===== src/rtl/rom_burst_reader.sv =====
// Burst read controller for rom_mem: walks an inclusive, wrapping address range and hands each
// word downstream on valid/ready. Optional running checksum enabled by ROM_BURST_CHECKSUM_EN.
module rom_burst_reader #(
  parameter int unsigned AW = 4,
  parameter int unsigned DW = 8
) (
  input  logic          clk,
  input  logic          rst,
  input  logic          start,
  input  logic [AW-1:0] start_addr,
  input  logic [AW-1:0] end_addr,
  output logic [AW-1:0] rom_addr,
  input  logic [DW-1:0] rom_data,
  output logic [DW-1:0] out_data,
  output logic          out_valid,
  input  logic          out_ready,
  output logic          busy,
`ifdef ROM_BURST_CHECKSUM_EN
  output logic [DW-1:0] checksum,
`endif
  output logic          done
);

  typedef enum logic [1:0] {StIdle, StIssue, StCapture, StHold} state_e;

  state_e        state_q, state_d;
  logic [AW-1:0] cur_q, cur_d;
  logic [AW-1:0] last_q, last_d;
  logic [AW-1:0] rom_addr_q, rom_addr_d;
  logic [DW-1:0] out_data_q, out_data_d;
  logic          out_valid_q, out_valid_d;
  logic          done_q, done_d;
  logic          launch, accept, at_last;

  // The cycle that pulses done is already StIdle; a start there must still be ignored.
  assign launch  = (state_q == StIdle) && start && !done_q;
  assign accept  = (state_q == StHold) && out_ready;
  assign at_last = (cur_q == last_q);

  always_ff @(posedge clk) begin
    if (rst) begin
      state_q     <= StIdle;
      cur_q       <= '0;
      last_q      <= '0;
      rom_addr_q  <= '0;
      out_data_q  <= '0;
      out_valid_q <= 1'b0;
      done_q      <= 1'b0;
    end else begin
      state_q     <= state_d;
      cur_q       <= cur_d;
      last_q      <= last_d;
      rom_addr_q  <= rom_addr_d;
      out_data_q  <= out_data_d;
      out_valid_q <= out_valid_d;
      done_q      <= done_d;
    end
  end

  always_comb begin
    state_d = state_q;
    unique case (state_q)
      StIdle:    if (launch) state_d = StIssue;
      StIssue:   state_d = StCapture;
      StCapture: state_d = StHold;
      StHold:    if (out_ready) state_d = at_last ? StIdle : StIssue;
      default:   state_d = StIdle;
    endcase
  end

  always_comb begin
    cur_d       = cur_q;
    last_d      = last_q;
    rom_addr_d  = rom_addr_q;
    out_data_d  = out_data_q;
    out_valid_d = out_valid_q;
    done_d      = 1'b0;
    if (launch) begin
      cur_d      = start_addr;
      last_d     = end_addr;
      rom_addr_d = start_addr;
    end
    if (state_q == StCapture) begin
      out_data_d  = rom_data;
      out_valid_d = 1'b1;
    end
    if (accept) begin
      out_valid_d = 1'b0;
      if (at_last) begin
        done_d = 1'b1;
      end else begin
        cur_d      = cur_q + AW'(1);
        rom_addr_d = cur_q + AW'(1);
      end
    end
  end

  always_comb begin
    busy      = (state_q != StIdle);
    rom_addr  = rom_addr_q;
    out_data  = out_data_q;
    out_valid = out_valid_q;
    done      = done_q;
  end

`ifdef ROM_BURST_CHECKSUM_EN
  logic [DW-1:0] checksum_q, checksum_d;

  always_ff @(posedge clk) begin
    if (rst) checksum_q <= '0;
    else     checksum_q <= checksum_d;
  end

  always_comb begin
    checksum_d = checksum_q;
    if (launch)      checksum_d = '0;
    else if (accept) checksum_d = checksum_q + out_data_q;
  end

  assign checksum = checksum_q;
`endif

endmodule


===== config.mk =====
export PLATFORM = sky130hd
export DESIGN_NAME = rom_burst_reader
export DESIGN_NICKNAME = d
export VERILOG_FILES = /design/src/rtl/rom_burst_reader.sv
export SDC_FILE = /design/constraint.sdc
export NUM_CORES = 1
export LEC_CHECK = 0
export ABC_CLOCK_PERIOD_IN_PS = 2840
export CAP_MARGIN = 20
export CORE_ASPECT_RATIO = 1.1
export CORE_MARGIN = 2
export CORE_UTILIZATION = 33
export DETAILED_ROUTE_END_ITERATION = 8
export PLACE_DENSITY = 0.65
export SYNTH_ARGS = -nofsm -noshare
export SYNTH_HDL_FRONTEND = slang
export SYNTH_SLANG_ARGS = --single-unit

===== constraint.sdc =====
create_clock -name clk -period 2.84 [get_ports clk]
set_clock_uncertainty 0.15 [all_clocks]
set_input_delay 0.284 -clock clk [delete_from_list [all_inputs] [get_ports clk]]
set_output_delay 0.284 -clock clk [all_outputs]
set_load 0.02 [all_outputs]

==> Word-level counts from Yosys, hierarchy flattened <==
Cells that the tools add are included.
{ "word_totals": {"ff_bits": 24, "input_bits": 20, "output_inout_bits": 15, "elab_cells": 35} }
{ "op_classes": {"n_addsub": 1, "eq_ne": 6, "muxes": 11, "bitwise_logic": 1, "n_reduce_logical": 9} }
{ "op_table": {"columns": ["operator", "n"], "rows": [
  ["4-bit 2-to-1 mux", 6],
  ["2-bit case mux with 4 select lines", 1],
  ["4-bit by 1-bit adder with 4-bit output (second input constant)", 1],
  ["2-bit equality test (second input constant)", 2],
  ["4-bit equality test", 1],
  ["2-bit 2-to-1 mux", 2],
  ["2-bit inequality test (second input constant)", 2],
  ["2-bit OR reduction", 2],
  ["1-bit logical AND", 3],
  ["2-bit by 1-bit equality test with 1-bit output (second input constant)", 1],
  ["2-bit zero test", 1],
  ["1-bit 2-to-1 mux", 2],
  ["2-bit AND reduction", 1],
  ["2-bit nonzero test", 1],
  ["1-bit zero test", 1],
  ["1-bit inverter", 1]
]} }

==> Longest topological paths before layout <==
Gate-level depths: netlist (run 1).
{ "depth": {"depth_word": 6, "depth_mapped": 7, "depth_no_buf": 6} }

==> Worst setup path before layout (run 1) <==
OpenSTA, ideal clock, no wires.
{ "synth_timing": {"path_type": "flip-flop to flip-flop", "start": "reg state_q[0]", "end": "reg state_q[1]", "setup_ns": 0.128, "arrival_time_ns": 1.351, "setup_slack_ns": 1.212, "path_stages_with_launch": 8, "synth_period_minus_slack_ns": 1.628, "cell_sequence": "dfxtp_1 > inv_1 > ha_1 > nand3b_1 > buf_2 > a21oi_1 > mux2i_1 > nor2_1"} }
{ "synth_between": {"elab_chain_len": 5, "elab_cells_between_ends": 10, "classes_between": "eq/ne: 5; mux: 1; reduce/logical: 4"} }
{ "synth_lines": {"columns": ["item", "line", "source"], "rows": [
  ["from (decl)", "26", "state_e state_q, state_d;"],
  ["from (signal assigned)", "42", "state_q <= StIdle;"],
  ["from (signal assigned)", "50", "state_q <= state_d;"],
  ["2-bit zero test", "36, 62", null],
  ["1-bit logical AND (2 in series)", "36", "assign launch = (state_q == StIdle) && start && !done_q;"],
  ["2-bit inequality test (no source line)", null, null],
  ["2-bit AND reduction (no source line)", null, null]
]} }
Several ways; a longest one is shown, not always the timed one.
A chain may end at the register's enable or synchronous reset.

==> Worst setup path after layout (run 1) <==
{ "layout_timing": {"start": "reg state_q[1]", "end": "out busy"} }
{ "layout_between": {"elab_chain_len": 1} }
{ "layout_lines": {"columns": ["item", "line", "source"], "rows": [
  ["2-bit nonzero test", "99", "busy = (state_q != StIdle);"],
  ["to (decl)", "17", "output logic busy,"]
]} }
No other way between the ends.

==> flow_summary_export.csv, run 1 <==
group,metric,value,unit
worst_setup_path,cp_max_fo,5,
routing,viasPerCell,5.05,
floorplan,die_h,64.9,um
synth,synthFlopType,"dfxtp_1",
routing,ant_nets,0,
sta,clock.fmax,454,MHz
worst_hold_path,hold_path.class,"flop to flop",
synth,syn_nets,148,
floorplan,start_util,34.0,%
outcome,status,"complete, no violations",
layout,fin_nets,181,
synth,async_reset_ff_share,0,%
clock_network,worst_skew_pair.late_latency,0.31,ns
sta,max_slew_margin,42.2,%
sta,fin_tns_setup,0,ns
clock_network,htree_levels,1,
routing,drt_iter0_drc,28,
synth,synth_edf_count,0,
worst_setup_path,critPathRequiredTime,2.41,ns
job,max_cap_viol_count,0,
clock_network,clk_path_buf_depth,2,
worst_setup_path,crit_arrival,1.77,ns
routing,vias,964,
synth,netlist_instances,123,
clock_network,clk_pin_slew_worst_paths,0.13,ns
clock_network,postCtsSetupBuffers,0,
clock_network,hold_buffers,0,
floorplan,dieArea,3860,sq um
floorplan,floorplan.die.width,59.4,um
synth,yosysWarnings,0,
clock_network,cts-root-buf,"clkbuf_4",
clock_network,post_cts_resized,0,
worst_setup_path,r2r-start,"state_q[0]",
sta,tightest_slew,0.865,ns
place,numPortBuffers,34,
worst_setup_path,critical_path.startpoint,"state_q[1]",
sta,setup_ws,0.640,ns
sta,period_minus_slack,2.20,ns
place,gp_congestion,0.740,
global_route,grt_pass1_vias,933,
worst_setup_path,worstSetupPathType,"flop to output pin",
global_route,grt_pass1_wl,4.07,mm
layout,area_growth_syn_to_layout,34.9,%
floorplan,pin_count,35,
place,place_worst_setup_slack,0.759,ns
layout,layout-drive-gt1-share,5.81,%
place,hpwl,1.69,mm
synth,ys_types,33,
floorplan,core_area,3280,sq um
synth,syn_area,1110,sq um
global_route,grt_max_degree,24,
routing,drt-total-wl,2.33,mm
synth,ys_seq_area_share,43.1,%
clock_network,cts_tree,"built",
sta,setup_violations,0,
worst_setup_path,cp-start-kind,"flop",
layout,num_antenna_cells,0,
routing,drc,0,
clock_network,cts_buffers,3,
power_and_ir_drop,peakVddDrop,387,uV
worst_setup_path,cp-end-kind,"output pin",
clock_network,cts.sinks,24,
power_and_ir_drop,p_leak,0.561,nW
worst_hold_path,hold_depth,2,
routing,wl_per_cell,12.2,um
synth,avgSynthCellArea,9.05,sq um
synth,ys_seq_elements,24,
worst_setup_path,r2r-end,"state_q[1]",
layout,fin_util,45.9,%
global_route,grt_antenna_before_repair,0,
power_and_ir_drop,total_power,1.17,mW
worst_setup_path,reg2reg_slack,0.83,ns
worst_setup_path,cp-endpoint,"busy",
sta,hold_viol,0,
floorplan,row_count,22,
sta,maxSlewViolCount,0,
routing,dr.pass1.iters,4,
sta,rsz0062_at_grt,"no",
global_route,track_usage,13.8,%
worst_setup_path,reg2reg_depth,6,
sta,post-route-period-util,77.5,%
power_and_ir_drop,power.density,779,nW/um^2
global_route,globalRouteOverflowTotal,0,
## Yosys cell counts, drive strengths merged, types with 3 or more instances
library cell / number / area share (%)
nand3: 4 / 1.8
nand2: 19 / 6.4
ha: 5 / 5.6
nor2: 11 / 3.7
xnor2: 5 / 3.9
inv: 4 / 1.3
dfxtp: 24 / 43
buf: 3 / 1.9
clkbuf: 3 / 1.0
mux2i: 10 / 9.0
a21oi: 11 / 4.9
## power by group
| group | total, mW | internal, mW | leakage (nW) | switching [mW] |
|---|---|---|---|---|
| sequential | 0.462 | 0.409 | 0.196 | 0.0528 |
| combinational | 0.529 | 0.250 | 0.344 | 0.279 |
| clock | 0.180 | 0.0783 | 0.0210 | 0.102 |
## routing by layer
metal | vias to the layer above | global-route usage (%) | routed length (um)
met5 | - | 0 | 0
met4 | 0 | 2.56 | 14
met3 | 2 | 6.19 | 207
met2 | 40 | 23.2 | 1110
met1 | 435 | 16.0 | 1000
li1 | 487 | - | -
## worst min-delay path by stage
stage,startpoint,end
floorplan,rst,cur_q[0]
global placement,last_q[2],last_q[2]
detailed placement,rom_addr[1],rom_addr[1]
CTS,rom_addr[1],rom_addr[1]
finish,rom_addr[1],rom_addr[1]
global route,end_addr[3],last_q[3]
## logic make-up (layout without fill, tap and decap cells)
kind of cell             count (synthesis)  count (layout)  synth area share, %
AO/OA/AOI/OAI                           24              24                 14.6
XOR/XNOR                                 5               5                 3.93
adder cells (fa/ha/maj)                  5               5                 5.62
buffers and inverters                   10              42                 4.27
flip-flops                              24              24                 43.1
multiplexers                            11              11                 10.0
AND/OR/NAND/NOR                         44              44                 18.4
## cell usage in the layout, fill, tap and decap left out, drive strengths merged, types with 2 or more instances in the layout
cell / count
nand2: 19
and2b: 2
nor3: 2
a31oi: 2
o21ai: 2
dfxtp: 24
a41oi: 2
xnor2: 5
inv: 4
nand3: 4
clkbuf: 4
mux2i: 10
nor2: 11
a21oi: 11
clkdlybuf4s50: 34
ha: 5
## per-stage QoR
stage / cells / hold WS, ns / cell area, sq um
after floorplan: 123 / 0.200 / 1110
after detailed placement: 187 / 0.309 / 1470
after global placement: 187 / 0.310 / 1470
after global routing: 191 / 0.344 / 1500
after CTS: 191 / 0.327 / 1500
final: 191 / 0.320 / 1500
## area by class of cell
cell class	instances	area [sq um]
Clock buffer	4	36.3
Multi-Input combinational cell	89	586
Fill cell	317	1770
Sequential cell	24	480
Timing Repair Buffer	34	340
Tap cell	36	45.0
Inverter	4	15.0
## registers in the layout, summed over array words and instances, names as in the netlist
register   flops
last_q         4
cur_q          4
state_q        2
out_valid      1
done           1
out_data       8
rom_addr       4
## critical path: stages, from the launching register on
cell,delay [ns]
dfxtp_1,0.42
inv_1,0.09
ha_1,0.24
inv_1,0.10
clkdlybuf4s50_1,0.60
(Power assumes the default switching activity.)
==> run 2, diff against run 1 <==
--- a/config.mk
+++ b/config.mk
@@ -5,7 +5,7 @@
 export SDC_FILE = /design/constraint.sdc
 export NUM_CORES = 1
 export LEC_CHECK = 0
-export ABC_CLOCK_PERIOD_IN_PS = 2840
+export ABC_CLOCK_PERIOD_IN_PS = 2300
 export CAP_MARGIN = 20
 export CORE_ASPECT_RATIO = 1.1
 export CORE_MARGIN = 2
==> constraint.sdc (replaced) <==
create_clock -name clk -period 2.3 [get_ports clk]
set_clock_uncertainty 0.15 [all_clocks]
set_input_delay 0.23 -clock clk [delete_from_list [all_inputs] [get_ports clk]]
set_output_delay 0.23 -clock clk [all_outputs]
set_load 0.02 [all_outputs]
==> run 2 against run 1 <==
Effect of this change:
- first-iteration DRC count fell by 82%
- die area did not move
- sequential power rose by 24%
- clock power rose by 73%
- worst setup slack got worse by 0.48 ns
- total power rose by 32%
- critical path depth did not move
- routed wire length rose by 3.2%
- count of clock-buffer cells in the layout fell by 1
- sequential cell count did not move
- critical path type unchanged
- largest power group unchanged
- highest routed layer unchanged
==> flow_summary_export.csv, run 2 (synthesized netlist as in run 1, its figures left out) <==
group,metric,value,unit
routing,drt-total-wl,2.40,mm
power_and_ir_drop,power.density,1010,nW/um^2
layout,fin_nets,183,
sta,maxSlewViolCount,0,
routing,dr.pass1.iters,4,
place,numPortBuffers,34,
clock_network,cts-root-buf,"clkbuf_4",
layout,layout-drive-gt1-share,7.01,%
worst_setup_path,worstSetupPathType,"flop to output pin",
outcome,status,"complete, no violations",
sta,holdWs,0.294,ns
global_route,grt_max_degree,15,
sta,setup_violations,0,
layout,num_antenna_cells,0,
layout,mostFrequentLayoutCells,"clkdlybuf4s50_1, dfxtp_1, nand2_1",
global_route,track_usage,14.1,%
floorplan,core_area,3280,sq um
worst_hold_path,hold_path.class,"input pin to flop",
worst_setup_path,reg2reg_slack,0.44,ns
routing,drt_iter0_drc,5,
sta,fin_tns_setup,0,ns
routing,ant_nets,0,
worst_setup_path,crit_chain,"inv_1 -> ha_1 -> inv_1 -> clkdlybuf4s50_1",
layout,fin_util,46.8,%
clock_network,hold_buffers,0,
floorplan,pin_count,35,
layout,area_growth_syn_to_layout,37.8,%
layout,largest_reg_flops,8,
worst_setup_path,critical_path.startpoint,"state_q[0]",
sta,setup_ws,0.164,ns
global_route,globalRouteOverflowTotal,0,
clock_network,postCtsSetupBuffers,0,
worst_setup_path,r2r-end,"rom_addr[0]",
routing,vias,975,
worst_setup_path,cp_common_cell,"inv_1",
layout,fin_cells,193,
sta,rsz0062_at_grt,"no",
job,max_cap_viol_count,0,
sta,post-route-period-util,92.9,%
clock_network,cts_tree,"built",
global_route,grt_pass1_wl,4.19,mm
worst_setup_path,r2r-start,"state_q[0]",
clock_network,htree_levels,1,
place,place_worst_setup_slack,0.404,ns
worst_hold_path,hold_depth,3,
sta,period_minus_slack,2.14,ns
worst_setup_path,crit_arrival,1.76,ns
layout,layout_commonest_cell,"clkdlybuf4s50_1",
worst_hold_path,hold_start,"end_addr[0]",
worst_setup_path,cp_max_fo,4,
clock_network,post_cts_resized,0,
worst_setup_path,slowest_delay,0.60,ns
routing,viasPerCell,5.05,
clock_network,clk_pin_slew_worst_paths,0.13,ns
layout,n_fill_cell,327,
place,hpwl,1.79,mm
sta,clock.fmax,468,MHz
routing,wl_per_cell,12.5,um
sta,hold_viol,0,
global_route,grt_antenna_before_repair,0,
floorplan,start_util,34.0,%
floorplan,row_count,22,
worst_setup_path,cp-start-kind,"flop",
worst_setup_path,cp-end-kind,"output pin",
floorplan,dieArea,3860,sq um
place,gp_congestion,0.719,
place,dp.cells,189,
worst_setup_path,reg2reg_depth,6,
routing,drc,0,
sta,max_slew_margin,68.4,%
power_and_ir_drop,p_leak,0.577,nW
clock_network,cts_buffers,3,
clock_network,clk_path_buf_depth,2,
clock_network,worst_skew_pair.late_latency,0.33,ns
floorplan,floorplan.die.width,59.4,um
power_and_ir_drop,peakVddDrop,479,uV
worst_hold_path,holdPathEnd,"last_q[0]",
worst_setup_path,critPathRequiredTime,1.92,ns
worst_setup_path,crit_path_top_delay_cell,"clkdlybuf4s50_1",
sta,tightest_slew,0.473,ns
global_route,grt_pass1_vias,984,
floorplan,die_h,64.9,um
clock_network,cts.sinks,24,
-- run 2: cell count changes in the layout (fill, tap and decap cells not counted), sizes merged --
cell    previous run  this run
bufinv             0         1
buf                0         2
clkbuf             4         3
-- run 2: where the power goes --
| group | internal [mW] | switching [mW] | leakage, nW |
|---|---|---|---|
| registers | 0.505 | 0.0671 | 0.196 |
| logic | 0.318 | 0.347 | 0.353 |
| clock network | 0.176 | 0.135 | 0.0279 |
-- run 2: metrics by stage --
stage                     power [mW]  area, sq um
after CTS                       1.57         1530
after detailed placement        1.25         1480
final                           1.55         1530
after floorplan                 1.02         1110
after global placement          1.23         1480
after global routing            1.67         1530
-- run 2: worst max path at each step --
stage / to / slack [ns]
after detailed placement: rom_addr[0] / 0.40
after CTS: busy / 0.15
after global routing: busy / 0.07
after floorplan: state_q[1] / 0.67
final: busy / 0.16
after global placement: cur_q[2] / 0.48
-- run 2: layout make-up --
class | instances | area [sq um] | share of cell area, %
clock buffer | 3 | 22.5 | 1.47
clock inverter | 1 | 30.0 | 1.96
inverter | 4 | 15.0 | 0.979
multi-input combinational | 89 | 586 | 38.2
sequential | 24 | 480 | 31.3
tap | 36 | 45.0 | 2.94
timing repair buffer | 36 | 355 | 23.2
-- run 2: per-layer routing --
metal	vias up	track usage [%]	wire (um)
li1	492	-	-
met5	-	0	0
met3	5	5.39	239
met1	440	15.6	1030
met4	0	6.25	47
met2	38	23.5	1090
-- run 2: critical path, delay by kind of cell, from the launching register on --
kind	cells	cell delay, ns
buffers and inverters	3	0.79
DFF	1	0.39
adders and majority gates	1	0.25
==> run 3, diff against run 2 <==
--- a/config.mk
+++ b/config.mk
@@ -12,6 +12,8 @@
 export CORE_UTILIZATION = 33
 export DETAILED_ROUTE_END_ITERATION = 8
 export PLACE_DENSITY = 0.65
+export RECOVER_POWER = 25
+export SKIP_LAST_GASP = 1
 export SYNTH_ARGS = -nofsm -noshare
 export SYNTH_HDL_FRONTEND = slang
 export SYNTH_SLANG_ARGS = --single-unit
==> results of run 3 <==
The final DEF is identical to that of run 2; final timing and power are the same.
==> variant: new RTL, settings of run 1 <==
Add a define of `ROM_BURST_CHECKSUM_EN`.
--- a/src/rtl/rom_burst_reader.sv
+++ b/src/rtl/rom_burst_reader.sv
@@ -2,2 +2,4 @@
 // word downstream on valid/ready. Optional running checksum enabled by ROM_BURST_CHECKSUM_EN.
+`define ROM_BURST_CHECKSUM_EN
+
 module rom_burst_reader #(
Formal check against the unedited RTL (old outputs only; new: checksum): equivalent (equiv_simple and equiv_induct, registers matched by name and starting in step).
==> variant against run 1 <==
- worst setup slack improved by 100 ps
- highest routed layer unchanged
- power increased by 29%
- synthesized area increased by 50%
- global-route usage decreased by 0.25 points
- routed wire length increased by 55%
- cell area increased by 50%
- sequential cell count increased by 8
- critical path depth increased by 4
==> variant: results (changes against run 1) <==
| Metric | Value |
|---|---|
| Status | completed |
| Met2 wire length | 1670 um (+51%) |
| CP max stage cell | fa_1 |
| H-tree levels | 2 (+1) |
| WL/cell | 12.0 um (-1.6%) |
| Clock Latency Late Sink | 270 ps (-40 ps) |
| Vias in the first global route | 1347 (+44%) |
| R2R cell count | 8 (+2) |
| Mux cell area share after synthesis | 6.08% (-3.9 points) |
| DP HPWL | 2680 um (+59%) |
| Leak | 0.830 nW (+48%) |
| Synth Area in Compound Gates | 17.3% (+2.7 points) |
| GR Util met1 | 17.6% (+1.7 points) |
| Share of layout cells above drive strength 1 | 6.20% (+0.39 points) |
| Reg-to-reg startpoint | checksum[0] |
| Hold Slack | 313 ps (-7.44 ps) |
| Cell family with the largest share of critical-path delay | compound AO/OA/AOI/OAI gates |
| Relative slew slack | 62.3% (+20 points) |
| Met3 Use GR | 3.21% (-3.0 points) |
| Synth cell types | 40 (+21%) |
| Final Core Density | 45.6% (-0.24 points) |
| Met3 wire length | 134 um (-35%) |
| Via Count | 1487 (+54%) |
| Overall routing resource usage | 13.5% (-0.25 points) |
| Met2 Usage GRT | 21.9% (-1.4 points) |
| Commonest cells post-synth | nand2_1 (33), dfxtp_1 (32), a21oi_1 (18), nor2_1 (18), ha_1 (12) |
| Post-Synth Adder-Cell Area | 10.2% (+4.6 points) |
| Met1 WL | 1750 um (+75%) |
| Ys flop type | dfxtp_1 |
| First-pass GRT wire length | 6110 um (+50%) |
| Crit-path max FO | 3 (-2) |
| Critical Path AT | 2160 ps (+390 ps) |
| CTS Buf Count | 5 (+2) |
| Final Wtd Congestion | 0.771 (+4.2%) |
| Clock slew at reported path FFs | 60 ps (-70 ps) |
| Clk root buf | clkbuf_8 |
| Port-buffer cells | 42 (+24%) |
| Top post-synthesis cells by area | dfxtp_1 (38%), ha_1 (9.0%), nand2_1 (7.4%), a21oi_1 (5.4%), mux2i_1 (5.4%) |
| Syn Nets | 229 (+55%) |
| CP max stage delay | 370 ps (-230 ps) |
| Final nets | 274 (+51%) |
| Peak supply drop | 0.284 mV (-27%) |
| Synth Area in XOR/XNOR | 3.68% (-0.26 points) |
| R2R Setup Slk | 740 ps (-90 ps) |
| Pin count of the biggest net entering global routing | 25 (+4.2%) |
| Seq/Total Area, Yosys | 38.4% (-4.7 points) |
| Initial DRC count | 46 (+64%) |
| YS warnings | 0 (unchanged) |
variant: cell count changes after synthesis, moves of 4 or more:
cell and change:
nor3_1 +4, nand2_1 +14, a21oi_1 +7, nor2_1 +7, ha_1 +7, dfxtp_1 +8
clkbuf_1 +5
variant: worst reg2reg max path: cells and delay by family, from the launching register on:
kind / cells / cell delay (ps)
compound gates: 3 / 660
simple gates: 2 / 240
flops: 1 / 350
fa+ha+maj: 2 / 580
buf+inv: 1 / 60
variant: area by class of cell:
| cell class | instances | area [sq um] |
|---|---|---|
| Fill cell | 501 | 2680 |
| Multi-Input combinational cell | 149 | 971 |
| Sequential cell | 32 | 641 |
| Timing Repair Buffer | 46 | 450 |
| Clock buffer | 8 | 90.1 |
| Tap cell | 58 | 72.6 |
| Inverter | 7 | 26.3 |
variant: how the worst max path moves through the flow:
stage | from | endpoint | slack [ps] | cells after the start
detailed placement | checksum[0] | checksum[6] | 760 | 8
floorplan | checksum[0] | checksum[6] | 730 | 8
global route | state_q[1] | checksum[7] | 580 | 8
CTS | checksum[0] | checksum[6] | 740 | 8
global placement | start | checksum[7] | 790 | 7
finish | checksum[0] | checksum[6] | 740 | 8
variant: stage by stage:
step	cells	area [sq um]	power, W
2_1_floorplan	196	1670	0.000968
3_3_place_gp	292	2160	0.00118
3_5_place_dp	292	2160	0.00118
4_1_cts	300	2250	0.00153
5_1_grt	300	2250	0.00163
6_report	300	2250	0.00151
variant: power breakdown:
part | switching (W) | total (W) | internal, W | leakage, nW
Clock | 0.000152 | 0.000349 | 0.000197 | 0.0455
Combinational | 0.000315 | 0.000587 | 0.000272 | 0.524
Sequential | 0.0000564 | 0.000577 | 0.000520 | 0.260
Total | 0.000523 | 0.00151 | 0.000990 | 0.830
